--- config.mk ---
export PLATFORM = sky130hd
export DESIGN_NAME = fpu_fcom_seq
export DESIGN_NICKNAME = d
export VERILOG_FILES = /design/src/rtl/fpu_fcom_seq.sv
export SDC_FILE = /design/constraint.sdc
export NUM_CORES = 1
export LEC_CHECK = 0
export BUFFER_PORTS_ARGS = -buffer_cell sky130_fd_sc_hd__buf_2
export CORE_MARGIN = 2
export CORE_UTILIZATION = 52
export DETAILED_ROUTE_END_ITERATION = 7
export PLACE_DENSITY_LB_ADDON = 0.08
export SLEW_MARGIN = 15
export SYNTH_ARGS = -nofsm -noshare
export SYNTH_HDL_FRONTEND = slang
export SYNTH_SLANG_ARGS = --single-unit
--- constraint.sdc ---
create_clock -name clk -period 3.56 [get_ports clk]
set_input_delay 0.178 -clock clk [delete_from_list [all_inputs] [get_ports clk]]
set_output_delay 0.178 -clock clk [all_outputs]
set_load 0.03 [all_outputs]
--- src/rtl/fpu_fcom_seq.sv ---
// Compare sequencer for FCOM/FUCOM/FCOMI-class ops around a shared fp64 comparator.
// NaN/Inf operands resolve locally. Finite operands go through the comparator.
module fpu_fcom_seq #(
  parameter int CMP_LAT = 1
) (
  input  logic        clk,
  input  logic        rst_n,
  input  logic        req_valid,
  output logic        req_ready,
  input  logic [63:0] req_a,
  input  logic [63:0] req_b,
  input  logic [2:0]  req_op,
  input  logic        ie_mask,
  output logic [63:0] cmp_a,
  output logic [63:0] cmp_b,
  input  logic        cmp_lt,
  input  logic        cmp_eq,
  input  logic        cmp_gt,
  output logic        rsp_valid,
  input  logic        rsp_ready,
  output logic        rsp_wr_cc,
  output logic        rsp_c3,
  output logic        rsp_c2,
  output logic        rsp_c0,
  output logic        rsp_zf,
  output logic        rsp_pf,
  output logic        rsp_cf,
  output logic [1:0]  rsp_pop,
  output logic        rsp_ie,
  output logic        rsp_de
);

  typedef enum logic [1:0] {S_IDLE, S_ISSUE, S_WAIT, S_RESP} state_e;

  localparam logic [1:0] WAIT_INIT = (CMP_LAT > 0) ? 2'(CMP_LAT - 1) : 2'd0;

  function automatic logic f_nan(input logic [63:0] x);
    return (x[62:52] == 11'h7FF) && (x[51:0] != '0);
  endfunction

  function automatic logic f_inf(input logic [63:0] x);
    return (x[62:52] == 11'h7FF) && (x[51:0] == '0);
  endfunction

  function automatic logic f_den(input logic [63:0] x);
    return (x[62:52] == 11'h000) && (x[51:0] != '0);
  endfunction

  function automatic logic [1:0] f_pop(input logic [2:0] op);
    case (op)
      3'd1, 3'd4: return 2'd1;
      3'd2, 3'd5: return 2'd2;
      default:    return 2'd0;
    endcase
  endfunction

  state_e      state_q, state_d;
  logic [1:0]  cnt_q;
  logic [63:0] a_q, b_q;
  logic [2:0]  op_q;
  logic        den_q;
  logic [2:0]  cc_q;
  logic        wr_cc_q, ie_q, de_q;
  logic [1:0]  pop_q;

  logic       accept, sample, fast;
  logic       a_nan, b_nan, any_snan, any_nan, ordered_op, ie_acc, den_acc;
  logic [2:0] fast_cc, sample_cc;
  logic [1:0] pop_acc;

  assign accept = req_valid && (state_q == S_IDLE);
  assign sample = ((state_q == S_ISSUE) && (CMP_LAT == 0)) ||
                  ((state_q == S_WAIT) && (cnt_q == 2'd0));

  // Classification of the incoming pair, only meaningful in the accept cycle.
  assign a_nan      = f_nan(req_a);
  assign b_nan      = f_nan(req_b);
  assign any_nan    = a_nan || b_nan;
  assign any_snan   = (a_nan && !req_a[51]) || (b_nan && !req_b[51]);
  assign ordered_op = (req_op == 3'd0) || (req_op == 3'd1) || (req_op == 3'd2) || (req_op == 3'd6);
  assign ie_acc     = any_snan || (any_nan && ordered_op);
  assign pop_acc    = (ie_acc && !ie_mask) ? 2'd0 : f_pop(req_op);
  assign den_acc    = f_den(req_a) || f_den(req_b);
  assign fast       = any_nan || f_inf(req_a) || f_inf(req_b);

  // NOTE: every variable assigned in a combinational block gets a default first,
  // so no path leaves it unassigned and no latch is inferred.
  always_comb begin
    fast_cc = 3'b000;
    if (any_nan)                                           fast_cc = 3'b111;
    else if (f_inf(req_a) && f_inf(req_b) && (req_a[63] == req_b[63])) fast_cc = 3'b100;
    else if (f_inf(req_a))                                 fast_cc = req_a[63] ? 3'b001 : 3'b000;
    else                                                   fast_cc = req_b[63] ? 3'b000 : 3'b001;
  end

  // Comparator priority eq > lt > gt; nothing asserted reads as gt.
  assign sample_cc = cmp_eq ? 3'b100 : (cmp_lt ? 3'b001 : 3'b000);

  // NOTE: sequential state uses non-blocking assignments only, so every register
  // sees the pre-edge values of the others regardless of statement order.
  always_ff @(posedge clk) begin
    if (!rst_n) state_q <= S_IDLE;
    else        state_q <= state_d;
  end

  always_comb begin
    state_d = state_q;
    case (state_q)
      S_IDLE:  if (accept) state_d = fast ? S_RESP : S_ISSUE;
      S_ISSUE: state_d = (CMP_LAT == 0) ? S_RESP : S_WAIT;
      S_WAIT:  if (cnt_q == 2'd0) state_d = S_RESP;
      S_RESP:  if (rsp_ready) state_d = S_IDLE;
      default: state_d = S_IDLE;
    endcase
  end

  always_ff @(posedge clk) begin
    if (!rst_n) begin
      cnt_q   <= 2'd0;
      a_q     <= '0;
      b_q     <= '0;
      op_q    <= 3'd0;
      den_q   <= 1'b0;
      cc_q    <= 3'b000;
      wr_cc_q <= 1'b0;
      pop_q   <= 2'd0;
      ie_q    <= 1'b0;
      de_q    <= 1'b0;
    end else begin
      if (accept) begin
        a_q   <= req_a;
        b_q   <= req_b;
        op_q  <= req_op;
        den_q <= den_acc;
        if (fast) begin
          cc_q    <= fast_cc;
          wr_cc_q <= (req_op < 3'd6);
          pop_q   <= pop_acc;
          ie_q    <= ie_acc;
          de_q    <= den_acc;
        end
      end
      if (state_q == S_ISSUE)                         cnt_q <= WAIT_INIT;
      else if (state_q == S_WAIT && cnt_q != 2'd0)    cnt_q <= cnt_q - 2'd1;
      // Finite operands can never raise invalid, so the mask plays no part here.
      if (sample) begin
        cc_q    <= sample_cc;
        wr_cc_q <= (op_q < 3'd6);
        pop_q   <= f_pop(op_q);
        ie_q    <= 1'b0;
        de_q    <= den_q;
      end
    end
  end

  always_comb begin
    req_ready = (state_q == S_IDLE) && rst_n;
    rsp_valid = (state_q == S_RESP);
    cmp_a     = '0;
    cmp_b     = '0;
    if (state_q == S_ISSUE || state_q == S_WAIT) begin
      cmp_a = a_q;
      cmp_b = b_q;
    end
    rsp_wr_cc = wr_cc_q;
    rsp_c3    = cc_q[2];
    rsp_c2    = cc_q[1];
    rsp_c0    = cc_q[0];
    rsp_zf    = cc_q[2];
    rsp_pf    = cc_q[1];
    rsp_cf    = cc_q[0];
    rsp_pop   = pop_q;
    rsp_ie    = ie_q;
    rsp_de    = de_q;
  end

endmodule

=== Yosys cells after proc, flatten, opt, wreduce, memory -nomap -nowiden ===
Cells that the tools add are included.

* Add/subtract/negate cells: 1
* Magnitude comparators: 2
* Eq/ne operators: 18
* Multiplexer cells: 29
* Bitwise gates (word level): 1
* Reduce and logical (&&, ||, !) cells: 50

{| class="wikitable"
|+ Operator list
! cell !! number
|-
| 64-bit two-way mux || 2
|-
| 52-bit logical NOT || 2
|-
| 52-bit nonzero test || 2
|-
| 11-bit == test, second input constant || 2
|-
| 11-bit logical NOT || 2
|-
| 3-bit two-way mux || 6
|-
| 1-bit logical AND || 16
|-
| 2-bit two-way mux || 8
|-
| 3-bit == test, second input constant || 5
|-
| 2-bit OR reduction || 6
|-
| 1-bit logical OR || 10
|-
| 1-bit two-way mux || 10
|-
| 2-bit case mux with 2 select lines || 2
|-
| 2-bit case mux with 4 select lines || 1
|-
| 3-bit by 1-bit == test with 1-bit output, second input constant || 2
|-
| 3-bit by 2-bit == test with 1-bit output, second input constant || 2
|-
| 3-bit < comparator, second input constant || 2
|-
| 2-bit nonzero test || 3
|-
| 2-bit == test, second input constant || 2
|-
| 2-bit logical NOT || 2
|-
| 2-bit inequality test, second input constant || 2
|-
| 2-bit AND reduction || 2
|-
| 1-bit logical NOT || 3
|-
| 3-bit logical NOT || 1
|-
| other kinds (6) || 6
|}

* Flip-flop bits (word level): 144

=== Longest topological paths before layout ===
* Word-level depth: 11
* Depth in mapped cells: 8
* Mapped depth without buffers: 7

=== Worst setup path after synthesis ===
No wires, ideal clock.

* Path kind: register to register
* Start: register state_q[0]
* End: register a_q[10]
* Library setup time: 0.076 ns
* Arrival time: 1.665 ns
* Data required time: 3.484 ns
* Slack: 1.819 ns
* Stages on the path, launching flop included: 9
* Buffers on the path: 3
* Cell sequence: dfxtp_1 -> inv_1 -> ha_1 -> and2_1 -> clkbuf_1 -> clkbuf_1 -> clkbuf_1 -> nand2_1 -> a21boi_0

* Longest elaborated chain between the ends: 2

{| class="wikitable"
|+ RTL lines
! item !! line !! RTL
|-
| from (decl) || 57 || <nowiki>state_e state_q, state_d;</nowiki>
|-
| from (signal assigned) || 103 || <nowiki>else state_q <= state_d;</nowiki>
|-
| 2-bit logical NOT || 71 || <nowiki>assign accept = req_valid && (state_q == S_IDLE);</nowiki>
|-
| 1-bit logical AND || 71 ||
|-
| to (signal assigned) || 131 || <nowiki>a_q <= req_a;</nowiki>
|-
| to (decl) || 59 || <nowiki>logic [63:0] a_q, b_q;</nowiki>
|}

No other way between the ends.
A chain may end at the register's enable or synchronous reset.

=== Final worst setup path ===
* Start: register state_q[0]
* End: output cmp_a[10]

* Longest elaborated chain between the ends: 3

{| class="wikitable"
|+ RTL lines
! item !! line !! RTL
|-
| 2-bit by 1-bit == test with 1-bit output / 2-bit == test (equally long branches) || 161 || <nowiki>if (state_q == S_ISSUE || state_q == S_WAIT) begin</nowiki>
|-
| 1-bit logical OR * || 161 ||
|-
| 64-bit two-way mux * || 161 ||
|-
| to (decl) || 14 || <nowiki>output logic [63:0] cmp_a,</nowiki>
|}

Every way passes the cells marked *; elsewhere a longest branch is shown, timed or not.

==> impl_results.md <==
- Sequential-to-total area share from yosys stat: 0.422
- CP endpoint kind: output port
- Core box area: between 10000 and 15000 um^2
- Post-CTS Hold Buffers: 0
- Remaining Overflow, GRT: 0
- Initial antenna violation count: 2
- Vias in the first global route: approximately 6300
- Async set-reset flop share out of synthesis: 0
- Largest net degree at the start of global routing: 67
- Vias/cell: between 5 and 6
- DP Wirelength: about 13000 um
- Clk pin slew, worst setup/hold paths: 0.06 ns
- Top-count cell post-synth: nand2_1
- Top area cells in the synthesized netlist: dfxtp_1 (42%), nand2_1 (15%), a21boi_0 (15%), and2_1 (12%), clkbuf_1 (3.3%)
- Nature of the critical path startpoint: register
- Max Cap Violations: 0
- Synthesized area: 6830 um^2
- Register area: 2880 um^2
- Final period util: 0.714
- Max FO, Critical Path: 66
- Worst min-delay path class: in2reg
- Share of cells above drive strength 1: 0.282
- Routed via count: 6567
- Syn_nets: 1022
- Ys flop type: dfxtp_1
- IO Pins: 280
- RSZ-0062 raised after global routing: false
- Buffers added on ports: 278
- Setup ws final: between 1 and 1.5 ns
- Drt pass-1 iters: 4
- Final WL: around 19000 um
- Fin. max-slew vios: 0
- CTS Buf Count: 17
- Worst Path Required: 3.38 ns
- Post-CTS Setup Bufs: 0
- Area added between synthesis and finish: 29.7%
- Most frequent cells after synthesis: nand2_1 (276), dfxtp_1 (144), a21boi_0 (132), and2_1 (130), clkbuf_1 (60)
- # fillers: 1180
- Tot GR Track Use: 0.264
- Finish-stage setup viols: 0
- Final ANT Viol Nets: 0
- Clock skew: around 0.0057 ns
- Post-cts repair resize count: 0
- Leakage: roughly 4 nW
- Power Dens Cells: slightly above 700 nW/um^2
- First-pass GRT wire length: approximately 30000 um
- Initial Util: 0.537
- DRC Markers: 0
- Die W: about 120 um
- Yosys warns: 0
- Most area-hungry cell type in the Yosys netlist: dfxtp_1
- Wire per inst: ~14 um
- Clk sinks: 144
- Max IR drop VDD: ~0.62 mV
- Die area: approximately 14000 um^2
- Clk Latency, worst-skew pair: slightly above 0.4 ns
- Post-layout net count: roughly 1300
- Pre-CTS setup slack: between 1 and 1.5 ns
- Root cell of the clock tree: clkbuf_16
- Hold Violations, Final: 0
- Number of synthesized flops with an enable pin: 0
- Row cnt: 41
- Synth top area share: 0.422
- Fin crit period: ~2.5 ns
- Synth unique cells: 39
- Synth Instances: about 880
- Die Y: approximately 120 um
- Worst slew margin: 0.559
- Area of the multi-input gates: between 3000 and 4000 um^2
- Placer congestion estimate: 0.868
- Fmax: 393 MHz
- DRT iter0 DRCs: around 360
- Mean post-synth cell area: between 7 and 8 um^2
- Setup_tns: 0 ns
- CTS tree: built
- Worst slew pin tran: 0.654 ns
- Status: finished, final reports clean
- FF+latch count, synth: approximately 140
- Maximum clock insertion buffer count: 2
- Critical path data arrival time: between 2 and 2.5 ns
- H-tree depth: 4
- CP Class: reg2out
-- sequential cells by signal, summed over array words and instances, names as in the netlist --
| register | count |
|---|---|
| cnt_q | 2 |
| state_q | 2 |
| b_q | 64 |
| op_q | 3 |
| den_q | 1 |
| a_q | 64 |
| cc_q | 3 |
| rsp_de | 1 |
| rsp_ie | 1 |
| rsp_pop | 2 |
| rsp_wr_cc | 1 |
-- cell usage in the layout (no fill, tap or decap), drive strengths merged, types with 5 or more instances in the layout --
master | netlist | routed
buf | 4 | 286
nand2 | 276 | 276
dfxtp | 144 | 144
a21boi | 133 | 133
and2 | 130 | 130
nor4 | 32 | 32
clkbuf | 60 | 26
nor2 | 20 | 20
nand3 | 10 | 10
nand4 | 9 | 9
inv | 7 | 7
ha | 6 | 6
a21oi | 5 | 5
-- logic make-up after synthesis --
kind of cell | synth area share
and+or+nand+nor | 0.343
DFF | 0.422
adders and majority gates | 0.0110
AOI/OAI and AO/OA | 0.174
xor gates and xnor gates | 0.00513
buffers and inverters | 0.0409
muxes | 0.00311
-- final timing paths --
path	end	slack (ns)	depth (start not counted)	start
max	cmp_a[10]	1.02	5	state_q[0]
min reg2reg	a_q[20]	0.45	2	a_q[20]
max reg2reg	cc_q[2]	1.44	6	state_q[0]
min	a_q[19]	0.02	3	req_a[19]
-- layout make-up --
| class | instances | share of cell area |
|---|---|---|
| tap | 172 | 0.0243 |
| clock buffer | 26 | 0.0541 |
| inverter | 7 | 0.00297 |
| multi-input combinational | 662 | 0.417 |
| clock inverter | 6 | 0.0119 |
| antenna | 2 | 0.000565 |
| timing repair buffer | 286 | 0.164 |
| sequential | 144 | 0.325 |
-- metrics by stage --
step | hold WS, ns | total power, W | instance area [um^2] | util | instances
floorplan | 0.323 | 0.00387 | 6830 | - | 877
global placement | 0.443 | 0.00461 | 8270 | 0.650 | 1271
detailed placement | 0.447 | 0.00464 | 8270 | 0.650 | 1271
CTS | 0.0100 | 0.00641 | 8850 | 0.696 | 1303
global route | 0.0160 | 0.00677 | 8860 | 0.696 | 1305
finish | 0.0195 | 0.00635 | 8860 | 0.696 | 1305
-- layer usage --
| layer | routed length, um | GRT usage | share of wire | up-vias |
|---|---|---|---|---|
| met5 | 0 | 0 | 0 | - |
| met4 | 433 | 0.109 | 0.023 | 0 |
| met3 | 1480 | 0.0787 | 0.080 | 29 |
| met2 | 8880 | 0.439 | 0.48 | 222 |
| met1 | 7790 | 0.316 | 0.42 | 2942 |
| li1 | - | - | - | 3374 |
-- critical path, cell delays in order, from the launching register on --
cell	delay, ns
dfxtp_1	0.40
inv_1	0.12
ha_4	0.64
buf_4	0.39
and2_1	0.18
buf_2	0.21
-- power breakdown --
group          internal (W)  switching, W
Clock               0.00114      0.000628
Sequential          0.00193      0.000144
Combinational      0.000736       0.00177
Note: power is estimated with default switching activity, not from simulation.
